## config.mk

```make
export PLATFORM = sky130hd
export DESIGN_NAME = legv8_instr_encoder
export DESIGN_NICKNAME = d
export VERILOG_FILES = /design/src/rtl/legv8_instr_encoder.sv
export SDC_FILE = /design/constraint.sdc
export NUM_CORES = 1
export LEC_CHECK = 0
export ABC_AREA = 0
export CAP_MARGIN = 30
export CORE_UTILIZATION = 50
export DETAILED_ROUTE_END_ITERATION = 16
export GPL_ROUTABILITY_DRIVEN = 0
export PLACE_DENSITY_LB_ADDON = 0.15
export SYNTH_ARGS = -nofsm -noshare
export SYNTH_HDL_FRONTEND = slang
export SYNTH_SLANG_ARGS = --single-unit
```

## constraint.sdc

```tcl
create_clock -name CLK -period 9 [get_ports CLK]
set_input_delay 1.8 -clock CLK [delete_from_list [all_inputs] [get_ports CLK]]
set_output_delay 1.8 -clock CLK [all_outputs]
set_load 0.01 [all_outputs]
```

## src/rtl/legv8_instr_encoder.sv

```systemverilog
`default_nettype none
// ============================================================================
//  Module   : legv8_instr_encoder
//  Purpose  : Streaming LEGv8 instruction encoder. Takes one symbolic
//             instruction per handshake, range-checks the immediate and emits
//             the 32-bit machine word with its byte address. Instructions that
//             cannot be encoded are consumed, dropped and counted.
//  Revision : 1.0  initial release
// ============================================================================
module legv8_instr_encoder #(
  parameter int                ADDR_W    = 64,
  parameter logic [ADDR_W-1:0] BASE_ADDR = '0
) (
  input  logic              CLK,
  input  logic              Reset,
  input  logic              start,
  input  logic              in_valid,
  output logic              in_ready,
  input  logic [3:0]        in_op,
  input  logic [4:0]        in_rd,
  input  logic [4:0]        in_rn,
  input  logic [4:0]        in_rm,
  input  logic [31:0]       in_imm,
  output logic              out_valid,
  input  logic              out_ready,
  output logic [31:0]       out_instr,
  output logic [ADDR_W-1:0] out_addr,
  output logic              rej,
  output logic [7:0]        err_count
);

  // Operation codes on in_op
  localparam logic [3:0] c_op_and  = 4'd0;
  localparam logic [3:0] c_op_orr  = 4'd1;
  localparam logic [3:0] c_op_add  = 4'd2;
  localparam logic [3:0] c_op_sub  = 4'd3;
  localparam logic [3:0] c_op_addi = 4'd4;
  localparam logic [3:0] c_op_subi = 4'd5;
  localparam logic [3:0] c_op_ldur = 4'd6;
  localparam logic [3:0] c_op_stur = 4'd7;
  localparam logic [3:0] c_op_cbz  = 4'd8;
  localparam logic [3:0] c_op_b    = 4'd9;
  localparam logic [3:0] c_op_movz = 4'd10;

  // Machine opcode fields
  localparam logic [10:0] c_opc_and  = 11'b10001010000;
  localparam logic [10:0] c_opc_orr  = 11'b10101010000;
  localparam logic [10:0] c_opc_add  = 11'b10001011000;
  localparam logic [10:0] c_opc_sub  = 11'b11001011000;
  localparam logic [9:0]  c_opc_addi = 10'b1001000100;
  localparam logic [9:0]  c_opc_subi = 10'b1101000100;
  localparam logic [10:0] c_opc_ldur = 11'b11111000010;
  localparam logic [10:0] c_opc_stur = 11'b11111000000;
  localparam logic [7:0]  c_opc_cbz  = 8'b10110100;
  localparam logic [5:0]  c_opc_b    = 6'b000101;
  localparam logic [8:0]  c_opc_movz = 9'b110100101;

  localparam logic [ADDR_W-1:0] c_addr_step = ADDR_W'(4);
  localparam logic [7:0]        c_err_max   = 8'hFF;

  logic              r_out_valid;
  logic [31:0]       r_out_instr;
  logic [ADDR_W-1:0] r_out_addr;
  logic              r_rej;
  logic [7:0]        r_err_count;

  logic [31:0]       w_enc;
  logic              w_legal;
  logic              w_accept;
  logic              w_out_fire;

  // Output stage can take a new word when empty or draining this cycle;
  // start blocks acceptance so nothing is half-taken while flushing.
  assign in_ready   = !Reset && !start && (!r_out_valid || out_ready);
  assign w_accept   = in_valid && in_ready;
  assign w_out_fire = r_out_valid && out_ready;

  // Combinational encode and immediate range check from the raw inputs
  always_comb begin
    w_enc   = '0;
    w_legal = 1'b0;
    case (in_op)
      c_op_and:  begin w_enc = {c_opc_and, in_rm, 6'b000000, in_rn, in_rd}; w_legal = 1'b1; end
      c_op_orr:  begin w_enc = {c_opc_orr, in_rm, 6'b000000, in_rn, in_rd}; w_legal = 1'b1; end
      c_op_add:  begin w_enc = {c_opc_add, in_rm, 6'b000000, in_rn, in_rd}; w_legal = 1'b1; end
      c_op_sub:  begin w_enc = {c_opc_sub, in_rm, 6'b000000, in_rn, in_rd}; w_legal = 1'b1; end
      c_op_addi: begin
        w_enc   = {c_opc_addi, in_imm[11:0], in_rn, in_rd};
        w_legal = (in_imm[31:12] == 20'd0);
      end
      c_op_subi: begin
        w_enc   = {c_opc_subi, in_imm[11:0], in_rn, in_rd};
        w_legal = (in_imm[31:12] == 20'd0);
      end
      // Signed 9-bit range: every bit above bit 8 must copy the sign bit
      c_op_ldur: begin
        w_enc   = {c_opc_ldur, in_imm[8:0], 2'b00, in_rn, in_rd};
        w_legal = (in_imm[31:8] == {24{in_imm[8]}});
      end
      c_op_stur: begin
        w_enc   = {c_opc_stur, in_imm[8:0], 2'b00, in_rn, in_rd};
        w_legal = (in_imm[31:8] == {24{in_imm[8]}});
      end
      c_op_cbz: begin
        w_enc   = {c_opc_cbz, in_imm[18:0], in_rd};
        w_legal = (in_imm[31:18] == {14{in_imm[18]}});
      end
      c_op_b: begin
        w_enc   = {c_opc_b, in_imm[25:0]};
        w_legal = (in_imm[31:25] == {7{in_imm[25]}});
      end
      // imm[17:16] is the shift selector hw, imm[15:0] the payload
      c_op_movz: begin
        w_enc   = {c_opc_movz, in_imm[17:16], in_imm[15:0], in_rd};
        w_legal = (in_imm[31:18] == 14'd0);
      end
      default: begin
        w_enc   = '0;
        w_legal = 1'b0;
      end
    endcase
  end

  // Output stage, address counter and reject bookkeeping
  always_ff @(posedge CLK or posedge Reset) begin
    if (Reset) begin
      r_out_valid <= 1'b0;
      r_out_instr <= '0;
      r_out_addr  <= BASE_ADDR;
      r_rej       <= 1'b0;
      r_err_count <= '0;
    end else if (start) begin
      r_out_valid <= 1'b0;
      r_out_instr <= '0;
      r_out_addr  <= BASE_ADDR;
      r_rej       <= 1'b0;
      r_err_count <= '0;
    end else begin
      r_rej <= w_accept && !w_legal;
      if (w_accept && !w_legal && (r_err_count != c_err_max)) begin
        r_err_count <= r_err_count + 8'd1;
      end
      // Address advances when the current word leaves; a word loaded in
      // the same cycle therefore picks up the incremented address.
      if (w_out_fire) begin
        r_out_addr <= r_out_addr + c_addr_step;
      end
      if (w_accept && w_legal) begin
        r_out_valid <= 1'b1;
        r_out_instr <= w_enc;
      end else if (w_out_fire) begin
        r_out_valid <= 1'b0;
      end
    end
  end

  assign out_valid = r_out_valid;
  assign out_instr = r_out_instr;
  assign out_addr  = r_out_addr;
  assign rej       = r_rej;
  assign err_count = r_err_count;

endmodule
`default_nettype wire
```

==> summary.md <==
| Metric | Value |
|---|---|
| Max stage delay cell, worst path | `clkdlybuf4s50_1` |
| Critical path arrival | `3.36 ns` |
| Crit Path Max Fanout | `4` |
| Req. time, crit path | `7.20 ns` |
| Post-synth EDFFs | `0` |
| Pwr Density | `115 nW/µm²` |
| Leak | `2.97 nW` |
| Share of cells above drive strength 1 | `0.0426` |
| DRC viols | `0` |
| CTS Hold Bufs | `0` |
| Post-synthesis register bit count | `104` |
| Top cells by area, synth | `dfrtp_1 47%, xor2_1 6.1%, nor2_1 5.3%, nand3b_1 4.3%, nand3_1 3.2%` |
| CP dominant cell by count | `clkdlybuf4s50_1` |
| CTS Buffer Depth | `2` |
| Yosys warns | `0` |
| CP max stage delay | `0.61 ns` |
| Post-CTS sizing | `0` |
| Non-filler cells, final | `891` |
| Worst-Margin Slew | `1.08 ns` |
| CTS root buffer | `clkbuf_8` |
| Largest net degree at the start of global routing | `106` |
| Commonest register cell after synthesis | `dfrtp_1` |
| Sequential share of the synthesized area | `0.468` |
| Count leader, synth | `dfrtp_1` |
| I/O pin cnt | `163` |
| Final setup violation count | `0` |
| CTS buffer count | `9` |
| Post-Syn Instances | `597` |
| Final wirelength | `14.4 mm` |
| Skew final | `0.00904 ns` |
| GRT overflow | `0` |
| Final hold violations | `0` |
| Clk pin slew, worst setup/hold paths | `0.09 ns` |
| Global-route wire length before repair | `23.7 mm` |
| Initial antenna violation count | `0` |
| CTS tree | `yes` |
| Post-Place Cells | `875` |
| Nets | `805` |
| Dpl hpwl | `10.5 mm` |
| Die area | `11500 µm²` |
| Crit Path Category | `in2out` |
| Ys async rst share | `1.00` |
| Buffers added on ports | `160` |
| Antenna-violating nets left | `0` |
| Worst IR Drop VDD | `0.0957 mV` |
| Setup crit end kind | `output pin` |
| Status | `complete, no violations` |
| Starting Density | `0.513` |
| Area Growth Syn to Fin | `34.3%` |
| Total GRT Usage | `0.263` |
| MaxCap Viol Count | `0` |
| Setup TNS | `0 ns` |
| Count of cell types in the netlist | `52` |
| Crit start category | `primary input` |
| Fill cells | `903` |
| H-tree depth | `3` |
| Final Max Slew Viols | `0` |
| Post-CTS setup buffers | `0` |
| Synthesized area per cell | `9.31 µm²` |
| Post-synth top area cell | `dfrtp_1` |
| WL/cell | `16.2 µm` |
| Vias in the first global route | `4899` |
| Worst Hold Class | `reg2reg` |
| Synth top cells by count | `104 x dfrtp_1, 79 x nor2_1, 43 x nand2_1` |
| Final period utilization | `0.574` |
| Crit path cell chain | `clkdlybuf4s50_1 -> nand2b_1 -> nor3b_1 -> clkdlybuf4s50_1` |
| Synth top area share | `0.468` |
| Min cycle time layout | `5.16 ns` |
| Skew-Pair Late Insertion Delay | `0.38 ns` |
| Peak Freq | `194 MHz` |
| Cell Rows | `38` |
| Synthesized cell area | `5560 µm²` |
| Diodes inserted | `0` |
| RSZ-0062 raised after global routing | `no` |
| Initial DRC count | `333` |
| Number of iterations in the first detailed-routing pass | `6` |
| Clock sink count | `104` |
| Slew HR | `0.276` |
| Die Wd | `107 µm` |
| Routed vias | `5132` |
| Area of the core | `10800 µm²` |
| DIE HEIGHT | `107 µm` |
| Vias per cell | `5.76` |
[area by class of cell]
cell class	count	area [µm²]	area share
Multi-Input combinational cell	448	2760	0.369
Clock buffer	11	141	0.0189
Timing Repair Buffer	169	1680	0.225
Sequential cell	104	2600	0.349
Clock inverter	5	56.3	0.00754
Tap cell	140	175	0.0235
Inverter	14	55.1	0.00737
[worst paths after layout]
path | startpoint | to | slack (ns) | cells after the start
min reg2reg | out_instr[14]$_DFFE_PP0P_ | out_instr[14]$_DFFE_PP0P_ | 0.52 | 2
max | out_ready | in_ready | 3.84 | 4
min | out_instr[14]$_DFFE_PP0P_ | out_instr[14]$_DFFE_PP0P_ | 0.52 | 2
max in group asynchronous | Reset | out_addr[61]$_DFFE_PP0P_ | 6.26 | 4
max reg2reg | out_addr[2]$_DFFE_PP0P_ | out_addr[43]$_DFFE_PP0P_ | 6.55 | 7
min in group asynchronous | Reset | err_count[7]$_DFFE_PP0P_ | 1.77 | 2
[through the flow]
stage                     setup WS (ns)   util  hold WS, ns  cell area [µm²]  total power [mW]
after global routing               3.68  0.689        0.553             7470             0.898
after detailed placement           3.85  0.670        0.502             7270             0.574
after floorplan                    4.47      -        0.533             5560             0.525
after global placement             3.87  0.666        0.490             7220             0.570
after CTS                          3.83  0.689        0.524             7470             0.870
final                              3.84  0.689        0.521             7470             0.860
[cell usage in the layout, fill, tap and decap left out, types with 7 or more instances in the layout]
| cell | count |
|---|---|
| clkdlybuf4s50_1 | 159 |
| dfrtp_1 | 104 |
| nor2_1 | 79 |
| nand2_1 | 43 |
| xor2_1 | 39 |
| nand3_1 | 35 |
| nand3b_1 | 32 |
| o21ai_1 | 23 |
| nand4_1 | 19 |
| xnor2_1 | 19 |
| nor3_1 | 16 |
| o21ai_0 | 14 |
| a21oi_1 | 13 |
| inv_1 | 13 |
| and3_1 | 12 |
| a22oi_1 | 10 |
| clkbuf_8 | 10 |
| a221oi_1 | 9 |
| a222oi_1 | 8 |
| nor4_1 | 7 |
[flip-flops by register name (all words and copies together), names as in the netlist]
signal	count
out_instr	32
out_addr	62
out_valid	1
err_count	8
rej	1
[cell families (layout without fill, tap and decap cells)]
family	count (synthesis)	count (layout)	synth area share
mux	8	8	0.0153
xor+xnor	58	58	0.0914
buf+inv	46	199	0.0389
compound gates	97	97	0.117
other cells	1	2	0.000674
flops	104	104	0.468
simple gates	279	279	0.260
fa+ha+maj	4	4	0.00855
[critical path: cells and delay by family]
family / cells / cell delay [ns]
buffers and inverters: 2 / 1.12
and+or+nand+nor: 2 / 0.44
[layer usage]
metal / wire [µm] / track usage / up-vias / part of all wire
met3: 1180 / 0.0817 / 21 / 0.081
met4: 239 / 0.0890 / 0 / 0.017
met1: 6060 / 0.334 / 2484 / 0.42
met5: 0 / 0 / - / 0
li1: - / - / 2428 / -
met2: 6960 / 0.425 / 199 / 0.48
[report_power, final]
group | internal, mW | switching [mW] | total [mW] | leakage, nW
clock network | 0.136 | 0.160 | 0.296 | 0.0993
registers | 0.470 | 0.00198 | 0.472 | 1.45
logic | 0.0439 | 0.0489 | 0.0928 | 1.42
total | 0.649 | 0.211 | 0.860 | 2.97
(Power assumes the default switching activity.)
